[config.mk]
export PLATFORM = sky130hd
export DESIGN_NAME = neuron_accumulator
export DESIGN_NICKNAME = d
export VERILOG_FILES = /design/src/rtl/neuron_accumulator.sv
export SDC_FILE = /design/constraint.sdc
export NUM_CORES = 1
export LEC_CHECK = 0
export BUFFER_PORTS_ARGS = -buffer_cell sky130_fd_sc_hd__buf_2
export CORE_AREA = 2 2 140 155
export DETAILED_ROUTE_END_ITERATION = 7
export DIE_AREA = 0 0 142 157
export PLACE_DENSITY = 0.66
export SETUP_SLACK_MARGIN = 0.3
export SYNTH_ARGS = -nofsm -noshare
export SYNTH_HDL_FRONTEND = slang
export SYNTH_SLANG_ARGS = --single-unit
export TNS_END_PERCENT = 100
[constraint.sdc]
create_clock -name clk -period 10.7 [get_ports clk]
set_clock_uncertainty 0.15 [all_clocks]
set_input_delay 2.675 -clock clk [delete_from_list [all_inputs] [get_ports clk]]
set_output_delay 2.675 -clock clk [all_outputs]
set_load 0.005 [all_outputs]
[src/rtl/neuron_accumulator.sv]
// Per-neuron signed membrane potentials fed by routed synapse events; on each tick
// every neuron is scanned in ID order and either leaks toward zero or fires a spike.
module neuron_accumulator #(
    parameter int ID_Width     = 4,
    parameter int Weight_Width = 4,
    parameter int Pot_Width    = 8,
    parameter int Threshold    = 16,
    parameter int Leak         = 1
) (
    input  logic                    clk,
    input  logic                    rst_n,
    input  logic                    Syn_Valid_In,
    input  logic [ID_Width-1:0]     DstID_In,
    input  logic [Weight_Width-1:0] Weight_In,
    input  logic                    Tick_In,
    output logic                    Spike_Valid_Out,
    output logic [ID_Width-1:0]     Spike_ID_Out,
    input  logic                    Spike_Ready_In,
    output logic                    Busy_Out,
    output logic                    Syn_Drop_Out,
    output logic                    Tick_Miss_Out,
    input  logic [ID_Width-1:0]     Pot_Addr_In,
    output logic [Pot_Width-1:0]    Pot_Out
);

    localparam int unsigned NEURONS = 2 ** ID_Width;
    localparam logic signed [Pot_Width-1:0] THR     = Pot_Width'(Threshold);
    localparam logic signed [Pot_Width-1:0] LEAK_P  = Pot_Width'(Leak);
    localparam logic signed [Pot_Width-1:0] LEAK_N  = Pot_Width'(-Leak);
    localparam logic signed [Pot_Width-1:0] POT_MAX = {1'b0, {(Pot_Width-1){1'b1}}};
    localparam logic signed [Pot_Width-1:0] POT_MIN = {1'b1, {(Pot_Width-1){1'b0}}};

    typedef enum logic [1:0] {
        IDLE,
        SCAN,
        EMIT
    } state_t;

    state_t state, state_next;

    logic [ID_Width-1:0]         idx;
    logic signed [Pot_Width-1:0] pot [NEURONS];
    logic signed [Pot_Width-1:0] cur_pot, acc_src, acc_pot, leak_pot;
    logic signed [Pot_Width:0]   sum;
    logic                        fire, last;

    assign Pot_Out = pot[Pot_Addr_In];
    assign cur_pot = pot[idx];
    assign fire    = (cur_pot >= THR);
    assign last    = &idx;

    // One guard bit catches overflow: top two bits disagree -> clamp by sign.
    always_comb begin
        acc_src = pot[DstID_In];
        sum     = {acc_src[Pot_Width-1], acc_src}
                + {{(Pot_Width+1-Weight_Width){Weight_In[Weight_Width-1]}}, Weight_In};
        if (sum[Pot_Width] != sum[Pot_Width-1]) begin
            acc_pot = sum[Pot_Width] ? POT_MIN : POT_MAX;
        end else begin
            acc_pot = sum[Pot_Width-1:0];
        end
    end

    always_comb begin
        if (cur_pot > LEAK_P) begin
            leak_pot = cur_pot - LEAK_P;
        end else if (cur_pot < LEAK_N) begin
            leak_pot = cur_pot + LEAK_P;
        end else begin
            leak_pot = '0;
        end
    end

    always_comb begin
        state_next = state;
        case (state)
            IDLE: if (Tick_In) state_next = SCAN;
            SCAN: begin
                if (fire) begin
                    state_next = EMIT;
                end else if (last) begin
                    state_next = IDLE;
                end
            end
            EMIT: if (Spike_Ready_In) state_next = last ? IDLE : SCAN;
            default: state_next = IDLE;
        endcase
    end

    always_ff @(posedge clk or negedge rst_n) begin
        if (!rst_n) begin
            state <= IDLE;
        end else begin
            state <= state_next;
        end
    end

    always_ff @(posedge clk or negedge rst_n) begin
        if (!rst_n) begin
            idx             <= '0;
            Spike_Valid_Out <= 1'b0;
            Spike_ID_Out    <= '0;
            Busy_Out        <= 1'b0;
            Syn_Drop_Out    <= 1'b0;
            Tick_Miss_Out   <= 1'b0;
        end else begin
            Busy_Out      <= (state_next != IDLE);
            Syn_Drop_Out  <= Syn_Valid_In && (state != IDLE);
            Tick_Miss_Out <= Tick_In && (state != IDLE);
            case (state)
                IDLE: if (Tick_In) idx <= '0;
                SCAN: begin
                    if (fire) begin
                        Spike_Valid_Out <= 1'b1;
                        Spike_ID_Out    <= idx;
                    end else begin
                        idx <= idx + 1'b1;
                    end
                end
                EMIT: begin
                    if (Spike_Ready_In) begin
                        Spike_Valid_Out <= 1'b0;
                        idx             <= idx + 1'b1;
                    end
                end
                default: ;
            endcase
        end
    end

    always_ff @(posedge clk or negedge rst_n) begin
        if (!rst_n) begin
            for (int unsigned i = 0; i < NEURONS; i++) begin
                pot[i] <= '0;
            end
        end else if (state == IDLE) begin
            if (Syn_Valid_In) pot[DstID_In] <= acc_pot;
        end else if (state == SCAN) begin
            pot[idx] <= fire ? '0 : leak_pot;
        end
    end

endmodule

Word level (Yosys, flattened, before mapping):

Cells that the tools add are included.
Widths: inputs -> output; s select.

* register bits: 142
* input port bits: 17
* logic and storage cells: 97

* add/sub/neg operators: 4
* magnitude comparators: 8
* eq/ne operators: 8
* mux-type cells: 36
* bitwise gates (word level): 3
* reduce and logical (&&, ||, !) cells: 15

Operators by type and width (count)
* $mux 128: 3
* $bwmux 128: 2
* $mux 8: 13
* $bmux 8 s4: 3
* $demux 8 s4: 2
* $ge 5x5->1 const B: 3
* $not 4->5: 3
* $mux 4: 3
* $pmux 4 s3: 1
* $lt 5x1->1 const B: 2
* $ne 2x2->1 const B: 5
* $add 8x4->9: 1
* $add 8x2->8 const B: 1
* $ge 8x6->1 const B: 1
* $gt 8x2->1 const B: 1
* $lt 8x1->1 const B: 1
* $mux 2: 4
* $reduce_and 4->1: 2
* $reduce_bool 2->1: 4
* $sub 8x2->8 const B: 1
* $pmux 2 s3: 1
* $add 4x1->4 const B: 1
* $logic_and 1x1->1: 4
* $reduce_and 2->1: 2
* 8 further kinds: 10

Depth between registers and ports, before layout:

* word-level depth: 11
* mapped depth: 17
* depth with buffers taken out: 12

Worst setup path after synthesis:

OpenSTA, ideal clock, no wires.

* path type: input to register
* start point: in DstID_In[0]
* end point: reg pot[100] (netlist name)
* setup time: 0.126 ns
* arrival: 7.592 ns
* path slack: 2.832 ns
* cell stages on the path: 15
* cell sequence: buf_1 clkbuf_1 mux4_2 mux4_2 ha_1 fa_1 a21o_1 a21o_1 a211oi_1 a2111oi_0 a211o_1 a311oi_1 clkbuf_1 nor3_1 a221o_1

* cells in the longest elaborated chain, start to end: 10
* elaborated cells between the ends (all ways): 16

Ends and longest elaborated chain
* start, declared: line 13 `input logic [ID_Width-1:0] DstID_In,`
* $not 4->5 (not written as such) (*): line 54, 137
* $bmux 8 s4: line 54 `acc_src = pot[DstID_In];`
* $mux 8 (not written as such) (2 in series): line 54
* $add 8x4->9: line 56 `+ {{(Pot_Width+1-Weight_Width){Weight_In[Weight_Width-1]}}, Weight_In};`
* $mux 8 / $ne 1x1->1 (equally long branches): line 58, 57
* $mux 8: line 57 `if (sum[Pot_Width] != sum[Pot_Width-1]) begin`
* $bwmux 128 (*): line 137 `if (Syn_Valid_In) pot[DstID_In] <= acc_pot;`
* $mux 128 (*): line 137
* $mux 128 (*): line 136 `end else if (state == IDLE) begin`
* end signal, assigned by index: line 137
* end signal, assigned by index: line 139 `pot[idx] <= fire ? '0 : leak_pot;`
* end, declared: line 42 `logic signed [Pot_Width-1:0] pot [NEURONS];`

Every way passes the cells marked *; elsewhere a longest branch is shown, timed or not. The select of a mux whose other input is x is not followed.
A chain may end at the register's enable or synchronous reset.

Worst setup path in the final report:

* start point: in DstID_In[0]
* end point: reg pot[98] (netlist name)

The elaborated chain is that of the path after synthesis.

==> metrics.md <==
| Metric | Value |
|---|---|
| Status | `completed` |
| Detail Route Antenna Nets | `0` |
| RePlAce Congestion | `0.9265` |
| Crit-path leading delay family | `compound AO/OA/AOI/OAI gates` |
| I/O pins | `33` |
| Post-Route M1 WL | `13400 um` |
| Post-route DRC | `0` |
| CP Cell Sequence | `buf_2 > buf_4 > mux4_2 > mux4_2 > ha_1 > fa_1 > a21o_1 > a21o_1 > a211oi_1 > nand3_1 > a311o_1 > a22oi_1 > o21ai_0` |
| DP Area | `10570 um2` |
| CTS buffer count | `17` |
| Setup WS pre-CTS | `2.739 ns` |
| Vias in the first global route | `8761` |
| Syn-to-layout area delta | `9.331%` |
| Hold Buf Count CTS | `0` |
| Postcts setup bufs | `0` |
| Worst min-delay path category | `reg2reg` |
| Pwr/cell area | `346.1 nW/um2` |
| Post-Place Cells | `1170` |
| Arrival time worst endpoint | `7.76 ns` |
| WHS | `0.3253 ns` |
| Maxcap violations | `0` |
| Core area | `20580 um2` |
| Fillers | `1763` |
| CTS sink count | `142` |
| Slowest CP cell | `a311o_1` |
| Via density | `7.424` |
| Highest metal used | `met5` |
| DR vias | `8931` |
| Area of the multi-input gates | `6325 um2` |
| Reg area | `3555 um2` |
| Global-route wire length before repair | `54080 um` |
| Post-layout util | `54.15%` |
| Final setup viols | `0` |
| Crit path time final | `7.597 ns` |
| Die Y | `157 um` |
| Most frequent cells in the layout | `nand2_1, dfrtp_1, mux4_2` |
| Relative slew slack | `16.63%` |
| Period Utilization, post-route | `71.00%` |
| Worst-margin pin slew | `1.250 ns` |
| Kind of critical path | `in2reg` |
| Peak VDD IR | `0.2564 mV` |
| Setup TNS | `0 ns` |
| NumNets Final | `971` |
| Starting Density | `49.53%` |
| #FFs+latches synth | `142` |
| Final Routed Wirelength | `35300 um` |
| Die area | `22290 um2` |
| Clock buffer depth | `2` |
| Gr ovfl total | `0` |
| Sum of buffers and inverters on the critical path | `2` |
| Worst-Skew Late Latency | `0.44 ns` |
| Leakage Power | `4.557 nW` |
| Sequential share of the synthesized area | `34.87%` |
| Fmax | `131.6 MHz` |
| TritonCTS clock tree | `built` |
| Asr flop ratio synth | `100.0%` |
| Cells after Synth | `922` |
| Data required, critical path | `10.86 ns` |
| Main synth FF type | `dfrtp_1` |
| Cts repair resizes | `0` |
| Final setup margin | `3.103 ns` |
| Crit. End Element | `register` |
| Yosys warns | `0` |
| RSZ-0062 raised after global routing | `false` |
| Root Driver | `clkbuf_16` |
| EDFF count, synth | `0` |
| Routed met3 length | `3388 um` |
| Fin area | `11140 um2` |
| Synth Cell Area | `10190 um2` |
| Routed wire per std cell | `29.34 um` |
| Largest net degree at the start of global routing | `80` |
| Initial antenna violation count | `1` |
| Final Non-Filler Cells | `1203` |
| Share of layout cells above drive strength 1 | `24.21%` |
| Fin. Hold Viols | `0` |
| Post-DP HPWL | `24710 um` |
| Synth Net Count | `960` |
| Max-slew violation count | `0` |
| Netlist cell types | `65` |
| Initial drt markers | `1334` |
| Met2 wire len | `16340 um` |
| Syn avg cell area | `11.05 um2` |
| Commonest non-fill, non-tap cell in the layout | `nand2_1` |
| GRT Resource Usage Total | `33.10%` |
| CP peak stage delay | `0.81 ns` |
| Rows | `55` |
| Clock-pin slew on the worst setup and hold paths | `0.07 ns` |
| TritonRoute pass-1 iters | `6` |
| Total power | `3.856 mW` |
| CTS H-tree lvls | `4` |
| Type of origin of the critical path | `input pin` |
| Max FO, Critical Path | `39` |
| I/O Buffers | `32` |
| Die width | `142 um` |
-- sequential cells by signal, summed over array words and instances, names as in the netlist --
signal and cells:
state 2, Tick_Miss_Out 1, Syn_Drop_Out 1, idx 4
pot 128, Spike_Valid_Out 1, Spike_ID_Out 4, Busy_Out 1
-- kinds of logic (layout without fill, tap and decap cells) --
family          Yosys count  after routing  synth area share [%]
compound gates          209            209                 17.50
fa+ha+maj                21             21                 2.652
buf+inv                  74             98                 3.302
mux                     121            121                 25.65
other cells               0              1                     0
simple gates            345            345                 15.10
xor+xnor                 10             10                0.9331
flops                   142            142                 34.87
-- area by class of cell --
class / count / share of cell area [%]
Antenna cell: 1 / 0.02246
Clock buffer: 18 / 3.942
Clock inverter: 14 / 1.179
Inverter: 14 / 0.4716
Multi-Input combinational cell: 706 / 56.77
Sequential cell: 142 / 31.90
Tap cell: 256 / 2.875
Timing Repair Buffer: 52 / 2.841
-- layer usage --
layer  vias to the layer above  global-route usage (%)
li1                       3684                       -
met1                      4457                   43.89
met2                       656                   51.16
met3                       132                   5.963
met4                         2                   19.76
met5                         -                       0
-- power breakdown --
group          internal [mW]  switching, mW
registers              0.762          0.265
clock network          0.330          0.264
logic                  0.842           1.39
-- synthesized netlist by cell type (all sizes together) (2+ instances only) --
master / count / area [um2]
a31oi: 2 / 12.51
nand3: 27 / 135.1
and3: 14 / 87.58
a2111oi: 2 / 17.52
a22oi: 20 / 150.1
o211ai: 17 / 127.6
or2: 3 / 18.77
ha: 20 / 250.2
mux4: 112 / 2522
a22o: 3 / 26.28
inv: 14 / 52.55
a21o: 4 / 30.03
dfrtp: 142 / 3553
a211oi: 3 / 22.52
and2: 7 / 43.79
xor2: 5 / 43.79
nand2b: 16 / 100.1
o31a: 2 / 17.52
nor3: 26 / 140.1
nor2: 50 / 187.7
nand2: 181 / 679.4
buf: 22 / 140.1
nor3b: 3 / 22.52
a221o: 32 / 320.3
o221ai: 64 / 623.1
mux2i: 8 / 80.08
a21oi: 11 / 55.05
nor2b: 11 / 68.82
xnor2: 5 / 51.30
or4: 3 / 26.27
clkbuf: 38 / 143.9
o21ai: 31 / 170.2
o21bai: 2 / 15.01
a221oi: 5 / 91.34
-- worst paths after layout --
path	from	end	slack [ns]	cells after the start
setup / recovery	DstID_In[0]	pot[98]$_DFFE_PN0P_	3.10	13
setup reg to reg	pot[96]$_DFFE_PN0P_	pot[98]$_DFFE_PN0P_	5.68	11
hold / removal	Spike_ID_Out[1]$_DFFE_PN0N_	Spike_ID_Out[1]$_DFFE_PN0N_	0.33	2
max in group asynchronous	rst_n	pot[108]$_DFFE_PN0P_	6.79	2
hold reg to reg	Spike_ID_Out[1]$_DFFE_PN0N_	Spike_ID_Out[1]$_DFFE_PN0N_	0.33	2
min in group asynchronous	rst_n	Spike_ID_Out[2]$_DFFE_PN0N_	2.07	1
-- worst reg2reg max path: stages (launching register included) --
cell and delay, ns:
dfrtp_1 0.44, mux4_2 0.49, mux4_2 0.47, ha_1 0.23, fa_1 0.42, a21o_1 0.18
a21o_1 0.19, a211oi_1 0.43, nand3_1 0.69, a311o_1 0.81, a22oi_1 0.25, o21ai_0 0.13
Power figures use the tool's default switching activity.
